===== src/rtl/i2c_pkg.sv =====
// i2c_pkg: shared FSM state type and bus-level constants for the I2C slave
package i2c_pkg;
  typedef enum logic [2:0] {
    IDLE, ADDR, ADDR_ACK, WR_BYTE, WR_ACK, RD_BYTE, RD_ACK, WAIT_STOP
  } state_t;
  localparam logic ACK = 1'b0;
  localparam logic NACK = 1'b1;
  localparam logic RW_WRITE = 1'b0;
  localparam logic RW_READ = 1'b1;
endpackage


===== src/rtl/i2c_line_cond.sv =====
// i2c_line_cond: synchronise, glitch-filter and edge-detect one open-drain line
module i2c_line_cond #(
  parameter int FILTER_LEN = 3
) (
  input  logic clk,
  input  logic rst_n,
  input  logic line_in,
  output logic level,
  output logic rise,
  output logic fall
);
  localparam int CW = $clog2(FILTER_LEN) + 1;
  logic s1, s2, prev;
  logic [CW-1:0] cnt;
  // two-flop sync, then accept a new level only after FILTER_LEN equal samples
  always_ff @(posedge clk or negedge rst_n)
    if (!rst_n) begin
      s1 <= 1'b1;
      s2 <= 1'b1;
      level <= 1'b1;
      prev <= 1'b1;
      cnt <= '0;
    end else begin
      s1 <= line_in;
      s2 <= s1;
      prev <= level;
      if (s2 == level) cnt <= '0;
      else if (cnt == CW'(FILTER_LEN - 1)) begin
        level <= s2;
        cnt <= '0;
      end else cnt <= cnt + CW'(1);
    end
  assign rise = level & ~prev;
  assign fall = ~level & prev;
endmodule


===== src/rtl/i2c_slave_core.sv =====
// i2c_slave_core: single-address I2C slave turning bus traffic into byte streams
module i2c_slave_core
  import i2c_pkg::*;
#(
  parameter logic [6:0] SLAVE_ADDR = 7'h50,
  parameter int FILTER_LEN = 3
) (
  input  logic       clk,
  input  logic       rst_n,
  input  logic       scl_in,
  input  logic       sda_in,
  output logic       sda_oen,
  input  logic [7:0] write_data,
  input  logic       write_en,
  output logic       write_rdy,
  output logic [7:0] read_data,
  output logic       read_en,
  output logic       hitar,
  output logic       flag_start,
  output logic       flag_restart,
  output logic       flag_ack,
  output logic       flag_stop,
  output logic       flag_err
);
  state_t state, state_n;
  logic scl, scl_rise, scl_fall, sda, sda_rise, sda_fall;
  logic start_c, stop_c, match, ld, rw, buf_full;
  logic [3:0] bit_cnt;
  logic [7:0] shift, tx_buf, tx_src;

  i2c_line_cond #(.FILTER_LEN(FILTER_LEN)) u_scl (
    .clk(clk), .rst_n(rst_n), .line_in(scl_in), .level(scl), .rise(scl_rise), .fall(scl_fall)
  );
  i2c_line_cond #(.FILTER_LEN(FILTER_LEN)) u_sda (
    .clk(clk), .rst_n(rst_n), .line_in(sda_in), .level(sda), .rise(sda_rise), .fall(sda_fall)
  );

  assign start_c = sda_fall & scl;
  assign stop_c = sda_rise & scl;
  assign match = shift[6:0] == SLAVE_ADDR;
  assign tx_src = buf_full ? tx_buf : 8'hFF;
  assign ld = scl_fall & ((state == ADDR_ACK & ~sda_oen & rw == RW_READ) |
                          (state == RD_ACK & bit_cnt == 4'd9));

  // protocol state register
  always_ff @(posedge clk or negedge rst_n)
    if (!rst_n) state <= IDLE;
    else state <= state_n;

  // next state: bus conditions override per-bit progress
  always_comb begin
    state_n = state;
    case (state)
      ADDR:     if (scl_rise && bit_cnt == 4'd7) state_n = match ? ADDR_ACK : WAIT_STOP;
      ADDR_ACK: if (scl_fall && !sda_oen) state_n = rw == RW_READ ? RD_BYTE : WR_BYTE;
      WR_BYTE:  if (scl_rise && bit_cnt == 4'd7) state_n = WR_ACK;
      WR_ACK:   if (scl_fall && !sda_oen) state_n = WR_BYTE;
      RD_BYTE:  if (scl_fall && bit_cnt == 4'd8) state_n = RD_ACK;
      RD_ACK:   if (scl_rise && sda != ACK) state_n = WAIT_STOP;
                else if (ld) state_n = RD_BYTE;
      default: ;
    endcase
    if (start_c) state_n = ADDR;
    if (stop_c) state_n = IDLE;
  end

  // shifter, SDA drive, transmit buffer and status pulses
  always_ff @(posedge clk or negedge rst_n)
    if (!rst_n) begin
      sda_oen <= 1'b1;
      write_rdy <= 1'b0;
      read_data <= '0;
      read_en <= 1'b0;
      hitar <= 1'b0;
      flag_start <= 1'b0;
      flag_restart <= 1'b0;
      flag_ack <= 1'b0;
      flag_stop <= 1'b0;
      flag_err <= 1'b0;
      bit_cnt <= '0;
      shift <= '0;
      tx_buf <= '0;
      buf_full <= 1'b0;
      rw <= RW_WRITE;
    end else begin
      read_en <= 1'b0;
      hitar <= 1'b0;
      flag_start <= 1'b0;
      flag_restart <= 1'b0;
      flag_ack <= 1'b0;
      flag_stop <= 1'b0;
      flag_err <= 1'b0;
      if (stop_c) begin
        flag_stop <= 1'b1;
        sda_oen <= 1'b1;
        write_rdy <= 1'b0;
      end else if (start_c) begin
        flag_start <= 1'b1;
        flag_restart <= state != IDLE;
        sda_oen <= 1'b1;
        write_rdy <= 1'b0;
        buf_full <= 1'b0;
        bit_cnt <= '0;
      end else if (ld) begin
        shift <= {tx_src[6:0], 1'b1};
        sda_oen <= tx_src[7];
        flag_err <= ~buf_full;
        buf_full <= 1'b0;
        bit_cnt <= 4'd1;
      end else
        case (state)
          ADDR, WR_BYTE:
            if (scl_rise) begin
              shift <= {shift[6:0], sda};
              bit_cnt <= bit_cnt + 4'd1;
              if (bit_cnt == 4'd7 && state == ADDR) begin
                rw <= sda;
                hitar <= match;
                flag_err <= ~match;
              end
              if (bit_cnt == 4'd7 && state == WR_BYTE) begin
                read_data <= {shift[6:0], sda};
                read_en <= 1'b1;
              end
            end
          ADDR_ACK, WR_ACK:
            if (scl_fall) begin
              sda_oen <= ~sda_oen;
              bit_cnt <= '0;
              if (sda_oen && state == ADDR_ACK) write_rdy <= rw == RW_READ;
            end
          RD_BYTE:
            if (scl_fall) begin
              sda_oen <= bit_cnt == 4'd8 ? 1'b1 : shift[7];
              if (bit_cnt != 4'd8) begin
                shift <= {shift[6:0], 1'b1};
                bit_cnt <= bit_cnt + 4'd1;
              end
            end
          RD_ACK:
            if (scl_rise) begin
              flag_ack <= sda == ACK;
              write_rdy <= sda == ACK;
              bit_cnt <= sda == ACK ? 4'd9 : bit_cnt;
            end
          default: ;
        endcase
      if (write_en) begin
        tx_buf <= write_data;
        buf_full <= 1'b1;
        write_rdy <= 1'b0;
      end
    end
endmodule


===== config.mk =====
export PLATFORM = sky130hd
export DESIGN_NAME = i2c_slave_core
export DESIGN_NICKNAME = d
export VERILOG_FILES = /design/src/rtl/i2c_pkg.sv /design/src/rtl/i2c_line_cond.sv /design/src/rtl/i2c_slave_core.sv
export SDC_FILE = /design/constraint.sdc
export NUM_CORES = 1
export LEC_CHECK = 0
export ABC_AREA = 1
export CORE_ASPECT_RATIO = 0.9
export CORE_UTILIZATION = 62
export CTS_BUF_LIST = sky130_fd_sc_hd__clkbuf_4 sky130_fd_sc_hd__clkbuf_8
export CTS_CLUSTER_DIAMETER = 120
export DETAILED_ROUTE_END_ITERATION = 8
export PLACE_DENSITY = 0.86
export SYNTH_ARGS = -nofsm -noshare
export SYNTH_HDL_FRONTEND = slang
export SYNTH_HIERARCHICAL = 1
export SYNTH_SLANG_ARGS = --single-unit

===== constraint.sdc =====
create_clock -name clk -period 3.12 [get_ports clk]
set_clock_uncertainty 0.2 [all_clocks]
set_input_delay 0.936 -clock clk [delete_from_list [all_inputs] [get_ports clk]]
set_output_delay 0.936 -clock clk [all_outputs]
set_load 0.01 [all_outputs]

Word-level counts from Yosys, hierarchy flattened
Cells that the tools add are included.
- add/sub/neg operators: 3
- multiply operators: 0
- div/mod/pow operators: 0
- order comparisons: 0
- eq/ne operators: 37
- shift-type cells: 0
- mux-type cells: 78
- bitwise gates (word level): 23
- reductions and logical operators: 27
- operator list (cell ; count):
    4-bit != test, second input constant ; 12
    1-bit two-way mux ; 45
    3-bit two-way mux ; 15
    8-bit two-way mux ; 5
    4-bit two-way mux ; 8
    5-bit != test, second input constant ; 5
    3-bit one-hot mux with 6 select lines ; 1
    6-bit AND reduction ; 3
    4-bit one-hot mux with 4 select lines ; 1
    8-bit one-hot mux with 2 select lines ; 1
    3-bit by 2-bit == test with 1-bit output, second input constant ; 4
    1-bit inverter ; 12
    1-bit bitwise AND ; 10
    5-bit nonzero test ; 2
    3-bit == test, second input constant ; 3
    3-bit != test, second input constant ; 3
    3-bit nonzero test ; 3
    4-bit == test, second input constant ; 2
    8-bit AND reduction ; 1
    8-bit nonzero test ; 1
    7-bit == test, second input constant ; 1
    1-bit logical AND ; 7
    7-bit AND reduction ; 1
    3-bit by 1-bit adder with 3-bit output, second input constant ; 2
    other kinds (15) ; 20
- register bits after elaboration: 56
- latch bits: 0
- memory bits (writable): 0
- memory bits (read-only): 0
- bits of input ports: 13
- output and inout port bits: 17
- memories: 0

Depth between registers and ports, before layout
Gate-level depths: netlist of the first run.
- depth after elaboration: 10
- mapped depth: 12
- mapped depth without buffers: 11

Hierarchy
The synthesis of the first run kept the hierarchy.
- by module, submodules not included (module ; times used ; cells each ; area each (µm²)):
    i2c_slave_core ; 1 ; 325 ; 2359.8
    i2c_line_cond ; 2 ; 33 ; 289.0

Worst setup path before layout of the first run
Ideal clock, no wire load.
- kind: reg2reg
- start: register u_sda.level
- end: register read_data[5]
- library setup time: 0.121 ns
- arrival time: 1.620 ns
- required time: 2.799 ns
- setup slack: 1.179 ns
- cell stages (with the launch flop): 11
- path buffers: 1
- path through: dfstp_2 -> nor2_1 -> nand2_2 -> inv_1 -> nor2_4 -> inv_1 -> nor2_2 -> nand2_2 -> buf_6 -> nand2_1 -> o21ai_1
- longest elaborated chain between the ends: 5
- elaborated cells on any way between the ends: 8
- those cells by class: 7 x bitwise; 1 x reduce/logical
- ends and longest elaborated chain (element ; RTL line ; text):
    start, declared ; i2c_line_cond.sv:8 ; output logic level,
    start signal, assigned ; i2c_line_cond.sv:20 ; level <= 1'b1;
    start signal, assigned ; i2c_line_cond.sv:29 ; level <= s2;
    1-bit inverter ; i2c_line_cond.sv:34 ; assign fall = ~level & prev;
    1-bit bitwise AND ; i2c_line_cond.sv:34 ;
    via sda_fall ; i2c_slave_core.sv:26 ; logic scl, scl_rise, scl_fall, sda, sda_rise, sda_fall;
    1-bit bitwise AND ; i2c_slave_core.sv:38 ; assign start_c = sda_fall & scl;
    1-bit inverter (no source line) ; n/a ;
    6-bit AND reduction (no source line) ; n/a ;
    end signal, assigned ; i2c_slave_core.sv:122 ; read_data <= {shift[6:0], sda};
    end, declared ; i2c_slave_core.sv:16 ; output logic [7:0] read_data,
The timed path passes the listed nets, and every way through them passes these cells.
A chain may end at the register's enable or synchronous reset.

Worst setup path in the final report of the first run
- start: register sda_oen
- end: output port sda_oen
- RTL lines (element ; RTL line ; text):
    start, declared ; i2c_slave_core.sv:12 ; output logic sda_oen,
    start signal, assigned ; i2c_slave_core.sv:106 ; sda_oen <= tx_src[7];
    start signal, assigned ; i2c_slave_core.sv:128 ; sda_oen <= ~sda_oen;
    start signal, assigned ; i2c_slave_core.sv:134 ; sda_oen <= bit_cnt == 4'd8 ? 1'b1 : shift[7];
No word-level cell between the ends.

==> results.tsv, run 1 <==
stage	metric	value	unit
flow_run	Max-cap violations	0	
critical_path	Worst Setup EP	sda_oen	
pwr	Leakage	0.00175	uW
critical_path	worst r2r path cells	11	
clocking	Clock Sinks	56	
grt	routing usage on met1	0.393	
sta	RSZ-0062 raised after global routing	no	
placement	dpl cells	476	
die	DIE HEIGHT	67.3	um
clocking	H-tree Lvls	2	
die	core footprint	0.00449	mm2
clocking	CTS root buf	clkbuf_8	
synth	post-synthesis sequential area ratio	0.481	
placement	IO buf count	29	
critical_path	CP Class	reg2out	
synth	post-synthesis register bit count	56	
critical_path	Worst Path Buf+Inv	1	
sta	fin crit period	2560	ps
critical_path	crit path from	sda_oen	
sta	Rel. slew slack	0.561	
grt	pin count of the biggest net entering global routing	30	
layout	layout net count	437	
grt	initial antenna violation count	0	
synth	syn avg cell area	7.51	um2
sta	final hold violations	0	
critical_path	cell depth of the worst setup path	1	
pwr	maximum vdd drop	0.577	mV
clocking	Clk pin slew, worst setup/hold paths	100	ps
grt	vias in the first global route	2171	
drt	antenna-violating nets left	0	
critical_path	Setup crit start kind	flip-flop	
clocking	worst skew pair latency	310	ps
critical_path	crit-path cells	clkdlybuf4s50_1	
drt	Starting DRT DRC Count	231	
synth	netlist area before placement	0.00294	mm2
drt	final WL	6.21	mm
layout	area grow syn2layout	14.4	%
layout	Reg area	0.00141	mm2
clocking	CTS tree	yes	
clocking	CTS buffer count	5	
sta	fin crit share	0.820	
critical_path	flop-to-flop setup slack	690	ps
layout	Multi-input gate area	0.00129	mm2
sta	Max Freq	0.391	GHz
grt	first-pass GRT wire length	10.1	mm
layout	FILL cells	367	
critical_path	WP data arrival	1420	ps
sta	# setup viols final	0	
placement	gp weighted congestion	0.987	
sta	Slew Limit Fails	0	
sta	setup TNS	0	ps
synth	Mapped Cells	391	
drt	1st-pass router iterations	5	
die	initial core utilization	0.654	
critical_path	delay-heaviest family, CP	flip-flops	
clocking	hold buffer count at cts	0	
critical_path	CP max stage delay	570	ps
synth	Syn Nets	407	
outcome	status	finished, final reports clean	
drt	DR WL/cell	12.8	um
die	Cell Rows	23	
die	# IOs	30	
critical_path	CP max FO	3	
layout	layout cells sized above 1	0.102	
clocking	CTS Buffer Depth	2	
grt	total track usage	0.271	
critical_path	critical path required time	1980	ps
min_path	worst min path class	reg2reg	
die	die area	0.00502	mm2
layout	Non-Filler Instances	484	
clocking	post-CTS sizing	0	
critical_path	reg2reg end	read_data[7]	
grt	Most Used Layer, Global Route	met2	
sta	worst-margin pin slew	658	ps
die	die span in x	74.6	um
synth	post-synth cell types	26	
drt	Residual DRC	0	
synth	synth warn	6	
drt	vias per inst	5.29	
critical_path	Crit. End Element	output pin	
critical_path	Critical-path top delay cell	dfstp_2	
drt	DR vias	2560	
grt	grt met2 use	0.409	
pwr	Cell Pwr Density	867	mW/mm2
layout	ANT cells	0	
placement	Post-DP HPWL	4.60	mm
grt	Congestion Overflow GR	0	
critical_path	Critical R2R Launch	u_scl/prev	
clocking	post-CTS setup buffer count	0	
grt	M3 GR Usage	0.0448	
cell families (layout without fill, tap and decap cells):
family,Yosys count,count (layout),share of synthesized area
adders and majority gates,3,3,0.0128
AOI/OAI and AO/OA,37,37,0.0673
and+or+nand+nor,239,239,0.355
buffers and inverters,55,86,0.0809
xor gates and xnor gates,1,1,0.00298
DFF,56,56,0.481
cells in the mapped netlist:
cell type | count | area, um2
dfstp_2 | 9 | 236
nand2_2 | 8 | 50.1
nor3_1 | 4 | 20.0
inv_2 | 4 | 15.0
buf_6 | 3 | 33.8
nand4_1 | 6 | 37.5
o21ai_1 | 9 | 45.0
o21ai_0 | 19 | 95.1
buf_4 | 2 | 15.0
nor2_1 | 39 | 146
clkbuf_1 | 1 | 3.75
buf_2 | 1 | 5.00
nand3_1 | 30 | 150
nor2_2 | 2 | 12.5
nand2_1 | 143 | 537
nand3_2 | 1 | 10.0
nand2_4 | 2 | 22.5
o22ai_1 | 1 | 6.26
nand3_4 | 2 | 35.0
dfrtp_1 | 47 | 1180
a21oi_1 | 5 | 25.0
a21oi_2 | 3 | 26.3
xnor2_1 | 1 | 8.76
ha_1 | 3 | 37.5
inv_1 | 44 | 165
nor2_4 | 2 | 22.5
state kept, by name (all words and copies together), names as in the netlist, 3 cells and up:
name       count
tx_buf         8
u_sda/cnt      3
shift          8
read_data      8
bit_cnt        4
u_scl/cnt      3
state          3
layout make-up:
type	count	area share
Sequential cell	56	0.420
Multi-Input combinational cell	280	0.383
Timing Repair Buffer	30	0.0909
Inverter	48	0.0536
Clock buffer	6	0.0246
Tap cell	62	0.0231
Clock inverter	2	0.00410
how the worst min path moves through the flow:
stage / start / end / slack, ps / cells after the start
floorplan: u_scl/s1 / u_scl/s2 / 150 / 0
global placement: u_scl/s1 / u_scl/s2 / 150 / 0
detailed placement: u_scl/s1 / u_scl/s2 / 150 / 0
CTS: u_scl/s1 / u_scl/s2 / 160 / 0
global route: u_scl/s1 / u_scl/s2 / 160 / 0
finish: u_scl/s1 / u_scl/s2 / 160 / 0
stage by stage:
step	total power (uW)	setup slack [ps]	cell area [um2]	hold WS, ps	util
3_5_place_dp	2490	733	3260	149	0.727
2_1_floorplan	2150	1180	2940	145	-
4_1_cts	2910	555	3360	162	0.748
6_report	2910	561	3360	161	0.748
5_1_grt	3160	509	3360	165	0.748
3_3_place_gp	2450	824	3260	146	0.727
cells in the final DEF, fill, tap and decap left out:
cell / count
a21oi_1: 5
a21oi_2: 3
buf_12: 1
buf_2: 1
clkbuf_8: 6
clkdlybuf4s50_1: 28
clkinv_2: 1
dfrtp_1: 47
dfstp_2: 9
ha_1: 3
inv_1: 44
inv_2: 4
inv_6: 1
nand2_1: 143
nand2_2: 8
nand2_4: 2
nand3_1: 30
nand3_2: 1
nand3_4: 2
nand4_1: 6
nor2_1: 39
nor2_2: 2
nor2_4: 2
nor3_1: 4
o21ai_0: 19
o21ai_1: 9
o22ai_1: 1
xnor2_1: 1
layer usage:
layer  vias to the layer above  routed length, um
met1                      1198               2950
met4                         0                103
met2                        75               2830
li1                       1279                  -
met3                         8                318
met5                         -                  0
power breakdown:
part | total, uW | internal, uW | switching [uW]
registers | 1150 | 928 | 227
clock network | 410 | 182 | 229
logic | 1350 | 465 | 882
total | 2910 | 1580 | 1340
Power figures use the tool's default switching activity.
==> inputs of run 2 (changes only) <==
Settings changed: CORE_UTILIZATION 62 to 59, PLACE_DENSITY 0.86 to 0.82.
Clock period 3.12 ns to 2.45 ns, I/O delays scaled along.
==> results.tsv, run 2 (synthesis results as in run 1) <==
stage	metric	value	unit
critical_path	Crit. End Element	output pin	
flow_run	Max-cap violations	0	
min_path	Cells on Worst Hold Path	0	
critical_path	CP max stage delay	560	ps
clocking	worst skew pair latency	310	ps
clocking	CTS Buffer Depth	2	
die	initial core utilization	0.638	
layout	area grow syn2layout	15.2	%
sta	setup TNS	0	ps
critical_path	WP data arrival	1400	ps
placement	IO buf count	29	
layout	Reg area	0.00141	mm2
sta	fin crit share	0.954	
critical_path	CP Class	reg2out	
grt	first-pass GRT wire length	10.4	mm
clocking	CTS root buf	clkbuf_8	
pwr	Leakage	0.00177	uW
sta	Max Freq	0.428	GHz
die	# IOs	30	
sta	Slew Limit Fails	0	
drt	Residual DRC	0	
clocking	post-CTS setup buffer count	0	
die	die span in x	76.4	um
clocking	Clock Sinks	56	
layout	ANT cells	0	
grt	initial antenna violation count	0	
clocking	CTS tree	yes	
critical_path	CP max FO	3	
drt	final WL	6.41	mm
sta	final hold slack	161	ps
critical_path	Worst Path Buf+Inv	1	
sta	# setup viols final	0	
grt	pin count of the biggest net entering global routing	57	
layout	layout cells sized above 1	0.108	
die	DIE HEIGHT	68.9	um
layout	layout net count	440	
sta	Rel. slew slack	0.678	
clocking	CTS buffer count	5	
drt	DR vias	2599	
sta	final hold violations	0	
sta	fin crit period	2340	ps
sta	RSZ-0062 raised after global routing	no	
clocking	hold buffer count at cts	0	
pwr	Cell Pwr Density	1110	mW/mm2
critical_path	Critical-path top delay cell	dfstp_2	
layout	largest registers	read_data x8, shift x8, tx_buf x8	
placement	Post-DP HPWL	4.78	mm
clocking	post-CTS sizing	0	
layout	FILL cells	373	
drt	1st-pass router iterations	5	
drt	DR WL/cell	13.2	um
clocking	Clk pin slew, worst setup/hold paths	90	ps
drt	antenna-violating nets left	0	
die	core footprint	0.00460	mm2
drt	Starting DRT DRC Count	291	
die	die area	0.00527	mm2
grt	Congestion Overflow GR	0	
outcome	status	finished, final reports clean	
placement	gp weighted congestion	0.935	
critical_path	critical path required time	1510	ps
critical_path	cell depth of the worst setup path	1	
layout	Multi-input gate area	0.00129	mm2
critical_path	delay-heaviest family, CP	flip-flops	
critical_path	crit-path cells	clkdlybuf4s50_1	
drt	vias per inst	5.34	
grt	total track usage	0.263	
critical_path	worst r2r path cells	12	
clocking	H-tree Lvls	2	
critical_path	Setup crit start kind	flip-flop	
layout	commonest non-fill, non-tap cell in the layout	nand2_1	
pwr	maximum vdd drop	0.710	mV
layout	most frequent cells in the layout	nand2_1 (143), dfrtp_1 (47), inv_1 (44)	
die	Cell Rows	23	
grt	vias in the first global route	2191	
min_path	worst min path class	reg2reg	
sta	worst-margin pin slew	483	ps
-- run 2: layout make-up --
type	instances	share of cell area
clock inverter	1	0.00259
multi-input combinational	280	0.382
clock buffer	7	0.0248
timing repair buffer	33	0.0969
inverter	48	0.0533
tap	62	0.0229
sequential	56	0.418
-- run 2: power breakdown --
| part | leakage [uW] | internal, uW | total (uW) | switching (uW) |
|---|---|---|---|---|
| sequential | 0.000710 | 1180 | 1480 | 296 |
| clock | 0.0000493 | 227 | 511 | 284 |
| combinational | 0.00101 | 611 | 1750 | 1140 |
| total | 0.00177 | 2020 | 3740 | 1720 |
-- run 2: worst paths after layout --
kind                                 start          end  slack (ps)
worst max-delay path               sda_oen      sda_oen         110
worst min-delay path              u_sda/s1     u_sda/s2         160
worst max register to register  u_scl/prev    write_rdy         210
worst min register to register    u_sda/s1     u_sda/s2         160
max in group asynchronous            rst_n  u_scl/level        1540
min in group asynchronous            rst_n   bit_cnt[1]         200
-- run 2: per-stage QoR --
step           cells  power, uW  setup slack, ps  cell area, um2  utilization
2_1_floorplan    391       2740              509            2940            -
3_3_place_gp     479       3170              289            3290        0.714
3_5_place_dp     479       3210              202            3290        0.714
4_1_cts          487       3730              100            3380        0.734
5_1_grt          487       4060             10.9            3380        0.735
6_report         487       3740              112            3380        0.735
-- run 2: routing by layer --
layer	share of wire	routed length, um	track usage	vias to the layer above
met5	0	0	0	-
met4	0.018	114	0.0962	0
met3	0.057	367	0.0395	13
met2	0.44	2810	0.414	86
met1	0.49	3120	0.375	1211
li1	-	-	-	1289
==> inputs of run 3 (changes only) <==
==> constraint.sdc (replaced) <==
create_clock -name clk -period 2.45 [get_ports clk]
set_clock_uncertainty 0.2 [all_clocks]
set_input_delay 0.49 -clock clk [delete_from_list [all_inputs] [get_ports clk]]
set_output_delay 0.49 -clock clk [all_outputs]
set_load 0.01 [all_outputs]
==> results.tsv, run 3 (synthesis results as in run 1) <==
stage	metric	value	unit
outcome	status	finished, final reports clean	
drt	Residual DRC	0	
placement	Post-DP HPWL	4.71	mm
die	die span in x	76.4	um
sta	Rel. slew slack	0.656	
min_path	hold path start	u_sda/s1	
sta	Slew Limit Fails	0	
pwr	net switching power	1700	uW
drt	1st-pass router iterations	5	
sta	final hold violations	0	
clocking	CTS buffer count	5	
min_path	Worst Hold End	u_sda/s2	
pwr	Cell Pwr Density	1100	mW/mm2
grt	first-pass GRT wire length	10.4	mm
critical_path	CP max FO	16	
placement	IO buf count	29	
clocking	H-tree Lvls	2	
placement	pre-CTS WS	245	ps
pwr	maximum vdd drop	0.798	mV
critical_path	critical path required time	2440	ps
pwr	Pint	2030	uW
pwr	Leakage	0.00177	uW
flow_run	Max-cap violations	0	
pwr	Logic pwr share	0.465	
critical_path	flop-to-flop setup slack	210	ps
sta	# setup viols final	0	
drt	DR vias	2602	
drt	Starting DRT DRC Count	244	
grt	initial antenna violation count	0	
clocking	CTS root buf	clkbuf_8	
sta	fin worst setup slack	209	ps
clocking	post-CTS sizing	0	
grt	Congestion Overflow GR	0	
pwr	Clock Power Share	0.142	
sta	fin crit period	2240	ps
layout	ANT cells	0	
die	die area	0.00527	mm2
layout	commonest non-fill, non-tap cell in the layout	nand2_1	
die	initial core utilization	0.638	
die	DIE HEIGHT	68.9	um
critical_path	Setup crit start kind	flip-flop	
min_path	Cells on Worst Hold Path	0	
drt	vias per inst	5.32	
critical_path	worst r2r path cells	9	
min_path	worst min path class	reg2reg	
layout	area grow syn2layout	15.3	%
critical_path	Crit. End Element	flip-flop	
critical_path	WP data arrival	2240	ps
sta	worst-margin pin slew	516	ps
die	core footprint	0.00460	mm2
critical_path	reg2reg end	read_data[3]	
clocking	worst skew pair latency	310	ps
placement	gp weighted congestion	0.946	
sta	Max Freq	0.446	GHz
critical_path	CP Class	reg2reg	
clocking	CTS Buffer Depth	2	
sta	RSZ-0062 raised after global routing	no	
layout	FILL cells	362	
layout	most frequent cells in the layout	nand2_1 (143), dfrtp_1 (47), inv_1 (44)	
sta	fin crit share	0.915	
die	# IOs	30	
drt	DR WL/cell	12.8	um
grt	pin count of the biggest net entering global routing	25	
die	Cell Rows	23	
pwr	Reg power frac	0.393	
layout	layout net count	442	
layout	largest registers	read_data x8, shift x8, tx_buf x8	
critical_path	Critical R2R Launch	u_sda/level	
grt	vias in the first global route	2207	
clocking	CTS tree	yes	
clocking	Clock Sinks	56	
layout	layout cells sized above 1	0.110	
drt	antenna-violating nets left	0	
clocking	Clk pin slew, worst setup/hold paths	100	ps
sta	setup TNS	0	ps
drt	final WL	6.25	mm
grt	total track usage	0.258	
clocking	post-CTS setup buffer count	0	
pwr	switching share of total power	0.457	
==> run 3: repair_timing <==
item / CTS / global route
hold buffers: 1 / 0
setup endpoints to repair: 0 / 0
hold endpoints to repair: 18 / 0
==> run 3: critical path: stages, from the launching register on <==
cell	delay, ps
dfstp_2	660
nor2_1	90
nand2_2	140
inv_1	120
nor2_4	210
inv_1	100
nor2_2	210
nand2_2	220
nand2_1	100
o21ai_1	70
==> run 3: power by group through the flow <==
stage                     registers (uW)  logic [uW]  clock network [uW]
after global routing                1500        1970                 573
after CTS                           1460        1710                 537
final                               1460        1730                 530
after global placement              1470        1670                   0
after floorplan                     1380        1370                   0
after detailed placement            1480        1700                   0
==> run 3: worst max-delay path by stage <==
| stage | from | end | slack [ps] | cells after the start |
|---|---|---|---|---|
| floorplan | u_sda/level | read_data[5] | 510 | 10 |
| global placement | u_scl/prev | write_rdy | 330 | 12 |
| finish | u_sda/level | read_data[3] | 210 | 9 |
| detailed placement | u_sda/level | read_data[3] | 240 | 9 |
| CTS | u_sda/level | read_data[3] | 230 | 9 |
| global route | u_sda/level | read_data[7] | 40 | 10 |
==> run 3: routing by layer <==
metal / up-vias / global-route usage / part of all wire
met5: - / 0 / 0
met3: 8 / 0.0566 / 0.087
li1: 1288 / - / -
met2: 122 / 0.400 / 0.44
met1: 1184 / 0.367 / 0.46
met4: 0 / 0.0793 / 0.0096
==> run 3: metrics by stage <==
step            util  cells  instance area [um2]  power, uW  hold WS, ps
2_1_floorplan      -    391                 2940       2740        -5.59
3_3_place_gp   0.713    480                 3280       3140          146
3_5_place_dp   0.713    480                 3280       3180          147
4_1_cts        0.736    489                 3390       3710          162
5_1_grt        0.736    489                 3390       4050          164
6_report       0.736    489                 3390       3730          161
==> run 3: final cells by class <==
class | instances | area [um2] | share of cell area
Clock buffer | 6 | 82.6 | 0.0244
Clock inverter | 2 | 13.8 | 0.00406
Inverter | 48 | 180 | 0.0532
Multi-Input combinational cell | 280 | 1290 | 0.380
Sequential cell | 56 | 1410 | 0.417
Tap cell | 62 | 77.6 | 0.0229
Timing Repair Buffer | 35 | 333 | 0.0983
